===== src/rtl/next_pc_gen.sv =====
// Fetch-PC generator: selects execute redirect, decode JAL, RAS return or PC+4.
// Optional return-address stack is enabled by defining NEXT_PC_RAS_EN.
module next_pc_gen #(
  parameter int              XLEN      = 32,
  parameter logic [XLEN-1:0] RESET_PC  = 32'h4000_0000,
  parameter int              RAS_DEPTH = 4
) (
  input  logic            clk,
  input  logic            rst,
  input  logic            stall,
  input  logic            id_valid,
  input  logic [31:0]     id_inst,
  input  logic [XLEN-1:0] id_pc,
  input  logic            ex_redirect,
  input  logic [XLEN-1:0] ex_target,
  output logic [XLEN-1:0] fetch_pc,
  output logic [1:0]      pc_sel,
  output logic            id_kill
);

  typedef enum logic [1:0] {
    SEL_SEQ = 2'b00,
    SEL_JAL = 2'b01,
    SEL_EX  = 2'b10,
    SEL_RAS = 2'b11
  } sel_e;

  localparam logic [6:0] OP_JAL  = 7'b1101111;
  localparam logic [6:0] OP_JALR = 7'b1100111;

  logic [XLEN-1:0] fetch_pc_q, fetch_pc_d;
  logic            id_kill_q, id_kill_d;
  logic            pend_valid_q, pend_valid_d;
  logic [XLEN-1:0] pend_target_q, pend_target_d;
  sel_e            sel;

  logic            eff;
  logic [XLEN-1:0] eff_tgt;
  logic            dec_ok, dec_act, is_jal, is_jalr;
  logic [XLEN-1:0] j_imm;
  logic            ras_pop;
  logic [XLEN-1:0] ras_top;

  assign eff     = ex_redirect | pend_valid_q;
  assign eff_tgt = ex_redirect ? ex_target : pend_target_q;
  assign dec_ok  = id_valid & ~id_kill_q & ~eff;
  assign dec_act = dec_ok & ~stall;
  assign is_jal  = (id_inst[6:0] == OP_JAL);
  assign is_jalr = (id_inst[6:0] == OP_JALR);
  assign j_imm   = XLEN'($signed({id_inst[31], id_inst[19:12], id_inst[20],
                                  id_inst[30:21], 1'b0}));

`ifdef NEXT_PC_RAS_EN
  localparam int PW = $clog2(RAS_DEPTH);

  logic [XLEN-1:0] ras_q [RAS_DEPTH];
  logic [PW-1:0]   ras_ptr_q, ras_ptr_d, ras_wr_idx;
  logic [PW:0]     ras_cnt_q, ras_cnt_d;
  logic            ras_push, ras_pop_req, ras_wr_en;
  logic [4:0]      rd, rs1;
  logic            rd_link, rs1_link;

  assign rd       = id_inst[11:7];
  assign rs1      = id_inst[19:15];
  assign rd_link  = (rd == 5'd1) | (rd == 5'd5);
  assign rs1_link = (rs1 == 5'd1) | (rs1 == 5'd5);

  // ras_ptr_q is the next free slot; the top of stack sits one below it.
  assign ras_top     = ras_q[ras_ptr_q - PW'(1)];
  assign ras_push    = dec_act & (is_jal | is_jalr) & rd_link;
  assign ras_pop_req = dec_act & is_jalr & rs1_link &
                       ((rd == 5'd0) | (rd_link & (rd != rs1)));
  assign ras_pop     = ras_pop_req & (ras_cnt_q != '0);

  // NOTE: every variable written in an always_comb gets a default first, so no path can infer a latch.
  always_comb begin
    ras_ptr_d  = ras_ptr_q;
    ras_cnt_d  = ras_cnt_q;
    ras_wr_en  = 1'b0;
    ras_wr_idx = ras_ptr_q;
    if (ras_pop && ras_push) begin
      ras_wr_en  = 1'b1;
      ras_wr_idx = ras_ptr_q - PW'(1);
    end else if (ras_push) begin
      ras_wr_en  = 1'b1;
      ras_ptr_d  = ras_ptr_q + PW'(1);
      if (ras_cnt_q != (PW+1)'(RAS_DEPTH)) ras_cnt_d = ras_cnt_q + (PW+1)'(1);
    end else if (ras_pop) begin
      ras_ptr_d = ras_ptr_q - PW'(1);
      ras_cnt_d = ras_cnt_q - (PW+1)'(1);
    end
  end

  always_ff @(posedge clk or posedge rst) begin
    if (rst) begin
      ras_ptr_q <= '0;
      ras_cnt_q <= '0;
    end else begin
      ras_ptr_q <= ras_ptr_d;
      ras_cnt_q <= ras_cnt_d;
    end
  end

  // NOTE: stack storage is not reset; ras_cnt_q alone decides which entries are valid.
  always_ff @(posedge clk) begin
    if (ras_wr_en) ras_q[ras_wr_idx] <= id_pc + XLEN'(4);
  end
`else
  logic unused_rd;
  assign unused_rd = ^id_inst[11:7];
  assign ras_pop   = 1'b0;
  assign ras_top   = '0;
`endif

  always_comb begin
    sel           = SEL_SEQ;
    fetch_pc_d    = fetch_pc_q + XLEN'(4);
    id_kill_d     = id_kill_q;
    pend_valid_d  = pend_valid_q;
    pend_target_d = pend_target_q;
    if (stall) begin
      fetch_pc_d = fetch_pc_q;
      if (ex_redirect) begin
        pend_valid_d  = 1'b1;
        pend_target_d = ex_target;
      end
    end else begin
      if (eff) begin
        sel        = SEL_EX;
        fetch_pc_d = eff_tgt;
      end else if (dec_ok && is_jal) begin
        sel        = SEL_JAL;
        fetch_pc_d = id_pc + j_imm;
      end else if (ras_pop) begin
        sel        = SEL_RAS;
        fetch_pc_d = ras_top;
      end
      pend_valid_d = 1'b0;
      id_kill_d    = (sel != SEL_SEQ);
    end
  end

  // NOTE: sequential state uses non-blocking assignments so every flop samples pre-edge values.
  always_ff @(posedge clk or posedge rst) begin
    if (rst) begin
      fetch_pc_q    <= RESET_PC;
      id_kill_q     <= 1'b0;
      pend_valid_q  <= 1'b0;
      pend_target_q <= '0;
    end else begin
      fetch_pc_q    <= fetch_pc_d;
      id_kill_q     <= id_kill_d;
      pend_valid_q  <= pend_valid_d;
      pend_target_q <= pend_target_d;
    end
  end

  assign fetch_pc = fetch_pc_q;
  assign id_kill  = id_kill_q;
  assign pc_sel   = rst ? SEL_SEQ : sel;

endmodule


===== config.mk =====
export PLATFORM = sky130hd
export DESIGN_NAME = next_pc_gen
export DESIGN_NICKNAME = d
export VERILOG_FILES = /design/src/rtl/next_pc_gen.sv
export SDC_FILE = /design/constraint.sdc
export NUM_CORES = 1
export LEC_CHECK = 0
export BUFFER_PORTS_ARGS = -buffer_cell sky130_fd_sc_hd__buf_4
export CAP_MARGIN = 10
export CORE_UTILIZATION = 45
export DETAILED_ROUTE_END_ITERATION = 12
export PLACE_DENSITY_LB_ADDON = 0.3
export SKIP_LAST_GASP = 1
export SLEW_MARGIN = 10
export SYNTH_ARGS = -nofsm -noshare
export SYNTH_HDL_FRONTEND = slang
export SYNTH_SLANG_ARGS = --single-unit

===== constraint.sdc =====
create_clock -name clk -period 4.2 [get_ports clk]
set_input_delay 0.21 -clock clk [delete_from_list [all_inputs] [get_ports clk]]
set_output_delay 0.21 -clock clk [all_outputs]
set_load 0.02 [all_outputs]

After elaboration in Yosys (flattened, before gate mapping)
Index checks and enable logic that the tools add are counted.
W data, S select, Z words.
- reduce and logical (&&, ||, !) cells: 2
- $add $sub $neg: 2
- eq/ne operators: 2
- magnitude comparators: 0
- bitwise logic cells: 5
- shift operators: 0
- divide/modulo/power cells: 0
- mux-type cells: 10
- multipliers: 0
- operators with widths (kind ; number):
    $mux W32 ; 3
    $add A32 B3 Y32 const B ; 1
    $add A32 B32 Y32 ; 1
    $mux W2 ; 4
    $eq A7 B7 Y1 const B ; 1
    $mux W1 ; 3
    $and A1 B1 Y1 ; 2
    $ne A2 B1 Y1 const B ; 1
    $not A1 Y1 ; 2
    $reduce_bool A2 Y1 ; 1
    $logic_and A1 B1 Y1 ; 1
    $or A1 B1 Y1 ; 1
- memories: 0
- input bits: 101
- latch bits: 0
- memory bits (read-only): 0
- register bits after elaboration: 66
- RAM bits: 0

Longest topological paths before layout
- depth in word-level cells: 9
- mapped depth: 10
- gate-level depth less buffers: 10

Worst setup path before layout
Ideal clock, no wire load.
- kind: input -> register
- from: in id_inst[25]
- to: reg fetch_pc_q[24], in the netlist fetch_pc[24]
- setup slack: 1.955 ns
- data required time: 4.078 ns
- arrival time: 2.124 ns
- buffers on the path: 1
- stages on the path: 9
- path through: ha_1 -> clkbuf_2 -> a21o_1 -> a31oi_1 -> a211oi_1 -> o21ai_0 -> nand3_1 -> or4_1 -> a32o_1
- longest elaborated chain between the ends: 3
- ends and longest elaborated chain (item ; line ; source):
    start: declaration ; 12 ; input logic [31:0] id_inst,
    $add A32 B32 Y32 ; 133 ; fetch_pc_d = id_pc + j_imm;
    $mux W32 ; 131 ; end else if (dec_ok && is_jal) begin
    $mux W32 ; 128 ; if (eff) begin
    end signal: assignment ; 151 ; fetch_pc_q <= fetch_pc_d;
    end: declaration ; 31 ; logic [XLEN-1:0] fetch_pc_q, fetch_pc_d;
Every way passes these cells.
A chain may end at the register's enable or synchronous reset.

Final worst setup path
- from: reg pend_valid_q
- to: out pc_sel[0]
- longest elaborated chain between the ends: 9
- ends and longest elaborated chain (item ; line ; source):
    start: declaration ; 33 ; logic pend_valid_q, pend_valid_d;
    start signal: assignment ; 153 ; pend_valid_q <= pend_valid_d;
    $or A1 B1 Y1 * ; 44 ; assign eff = ex_redirect | pend_valid_q;
    $not A1 Y1 ; 46 ; assign dec_ok = id_valid & ~id_kill_q & ~eff;
    $and A1 B1 Y1 ; 46 ;
    $logic_and A1 B1 Y1 ; 131 ;
    $mux W1 ; 131 ;
    $mux W2 * ; 128 ;
    $mux W2 * (2 in series) ; 121 ; if (stall) begin
    $mux W2 * ; 160 ; assign pc_sel = rst ? SEL_SEQ : sel;
    end: declaration ; 17 ; output logic [1:0] pc_sel,
Mark *: on every way between the ends. The rest lies on a longest branch, timed or not. The select of a mux whose other input is x is not followed.

==> impl_metrics.py <==
metrics = {
    "placement": {
        "io_buffers": 130,
        "gp_congestion": 0.931,
        "dpl.hpwl_mm": 13.6,
        "dpl-instance-area_um2": 6740,
        "post-place-ws_ns": 1.42,
        "placed_cells_incl_taps": 958,
    },
    "floorplanning": {
        "start_util": 0.467,
        "dieArea_um2": 13100,
        "die_w_um": 114,
        "num_rows": 40,
        "core_area_um2": 12200,
        "die_h_um": 114,
        "ios": 136,
    },
    "yosys": {
        "synthTopCellsByArea": "dfrtp_1 29%, ha_1 6.8%, a21oi_1 5.7%, mux2_2 5.6%, nand2_1 4.5%",
        "ys_seq_elements": 66,
        "yosys_warnings": 0,
        "synth-adder-area-share": 0.0718,
        "synth-compound-area-share": 0.261,
        "yosysTopAreaCell": "dfrtp_1",
        "syn_nets": 825,
        "synth_top_family_by_area": "compound AO/OA/AOI/OAI gates",
        "synth_top_cell_area_share": 0.286,
        "synth_area_um2": 5680,
        "synth_edf_count": 0,
        "synth-xor-area-share": 0.0540,
        "async_reset_ff_frac": 1.00,
        "yosys.area_share.simple": 0.212,
        "ys.flop_type": "dfrtp_1",
        "yosysSeqAreaShare": 0.291,
        "syn_inst": 692,
        "avgSynthCellArea_um2": 8.21,
        "yosysUniqueCellTypes": 73,
        "synthMuxAreaShare": 0.0679,
    },
    "clock_network": {
        "cts_tree": "yes",
        "clk_pin_slew_worst_paths_ns": 0.06,
        "cts_buffers": 9,
        "clockBufferDepth": 2,
        "clockRootBuffer": "clkbuf_16",
        "post_cts_buffers": 0,
        "clock_latency_ns": 0.34,
        "htreeDepth": 3,
        "cts_resized": 0,
        "hold_buffers": 1,
        "cts_sinks": 66,
    },
    "power_and_ir_drop": {
        "vdd_drop_max_v": 0.000210,
        "total_power_mw": 2.57,
        "net-switching-power_mw": 0.841,
        "p_leak_nw": 3.04,
        "internal_power_mw": 1.73,
        "p_per_area_nw_per_um2": 361,
        "clkPwrFrac": 0.364,
        "seqPwrFrac": 0.325,
        "comb_power_share": 0.311,
        "switching_share": 0.328,
    },
    "setup_path": {
        "slowest_delay_ns": 0.64,
        "critPathKind": "reg2out",
        "cp.arrival_ns": 2.51,
        "cp-end-kind": "primary output",
        "path_buf_inv": 1,
        "critPathTopFamily": "simple AND/OR/NAND/NOR gates",
        "cp-start-kind": "flip-flop",
        "required_ns": 3.99,
        "crit_slowest_cell": "nor4_4",
        "worstPathMaxFanout": 10,
        "critical_path.cell_chain": "or2_1 -> nor4_4 -> nand2_1 -> nor2_1 -> buf_4",
    },
    "sta": {
        "relSlewSlack": 0.181,
        "slew_violations": 0,
        "setup_viol": 0,
        "setup_slack_ns": 1.48,
        "hold_violations": 0,
        "final.setup_skew_ns": 0.00552,
        "hold-worst-slack_ns": 0.114,
        "rsz0062_at_grt": "false",
        "fin_crit_sh": 0.647,
        "fmax_mhz": 368,
        "tns_ns": 0,
        "min_period_ns": 2.72,
        "tightestPinTransition_ns": 1.20,
    },
    "min_path": {
        "hold_path.class": "in2reg",
    },
    "finish": {
        "fin_area_um2": 7120,
        "syn_to_final_growth_pct": 25.4,
        "fin_cells": 975,
        "antenna_cells": 0,
        "final_nets": 935,
        "final_util": 0.585,
        "drive_gt1_frac": 0.234,
    },
    "global_routing": {
        "grt_pass1_vias": 5619,
        "grt_usage": 0.286,
        "overflow": 0,
        "grt_max_degree": 54,
        "antenna_found_initial": 0,
        "grt_pass1_wl_mm": 29.1,
    },
    "route": {
        "via_per_inst": 6.07,
        "drt_iter0_drc": 536,
        "drt_pre_antenna_iters": 8,
        "ant_nets": 0,
        "wl_mm": 18.3,
        "post_drt_wl_per_cell_um": 18.7,
        "vias": 5920,
        "remaining_drc_errors": 0,
    },
    "flow_run": {
        "maxCapViolCount": 0,
    },
    "outcome": {
        "outcome": "finished, final reports clean",
    },
}
registers in the layout, summed over array words and instances, names as in the netlist:
register,cells
fetch_pc,32
pend_target_q,32
id_kill,1
pend_valid_q,1
final timing paths:
check,slack [ns],cells after the start,start,endpoint
setup / recovery,1.48,5,pend_valid_q$_DFFE_PP0P_,pc_sel[0]
setup reg to reg,1.48,7,pend_valid_q$_DFFE_PP0P_,fetch_pc[31]$_DFFE_PP0N_
max in group asynchronous,2.76,4,rst,pend_target_q[20]$_DFFE_PP0P_
hold reg to reg,0.48,2,pend_target_q[9]$_DFFE_PP0P_,pend_target_q[9]$_DFFE_PP0P_
hold / removal,0.11,2,ex_target[4],pend_target_q[4]$_DFFE_PP0P_
min in group asynchronous,0.48,3,rst,fetch_pc[9]$_DFFE_PP0N_
cell usage in the layout (no fill, tap or decap), types with 19 or more instances in the layout:
cell       n
xnor2_1   24
nor3_1    20
ha_1      31
mux2_2    28
o21ai_0   50
nand2_1   68
dfrtp_1   65
nor2_1    47
nand3_1   21
a21oi_1   65
buf_4    135
inv_1     19
kinds of logic after synthesis:
family	Yosys count
adders and majority gates	32
DFF	66
buffers and inverters	58
xor gates and xnor gates	35
muxes	35
AOI/OAI and AO/OA	228
and+or+nand+nor	238
synthesized netlist by cell type, drive strengths merged (7+ instances only):
library cell,n
nand3,21
mux2,28
xor2,11
and3,8
or3,9
nor2,48
nand2b,10
o31ai,7
and4,7
dfrtp,65
clkbuf,31
o21ai,50
mux2i,7
a21o,12
nor3,20
nand4,15
o221ai,8
a211oi,10
inv,20
nand2,68
o22ai,12
xnor2,24
ha,31
a21oi,65
worst register-to-register path, cell delays in order (launching register included):
cell and delay (ns):
dfrtp_1 0.37, or2_1 0.35, nor4_4 0.64, nand2_1 0.45, a2111oi_2 0.48, nand2_1 0.08, o21ai_0 0.14, o21bai_1 0.13
layer usage:
layer / global-route usage / vias up / wire [µm]
li1: - / 2816 / -
met1: 0.395 / 2811 / 8150
met2: 0.452 / 260 / 8280
met3: 0.0461 / 33 / 1380
met4: 0.102 / 0 / 450
met5: 0 / - / 0
layout make-up:
class | instances | area (µm²)
clock inverter | 7 | 141
clock buffer | 9 | 225
fill | 1109 | 5040
timing repair buffer | 136 | 1020
sequential | 66 | 1650
inverter | 21 | 78.8
multi-input combinational | 568 | 3790
tap | 168 | 210
power by group through the flow:
stage / logic, mW / clock network [mW] / registers (mW)
global route: 0.874 / 0.966 / 0.844
global placement: 0.771 / 0 / 0.836
finish: 0.799 / 0.935 / 0.834
detailed placement: 0.784 / 0 / 0.839
floorplan: 0.454 / 0 / 0.867
CTS: 0.790 / 0.941 / 0.830
No activity file was read; power rests on OpenSTA's default activity.
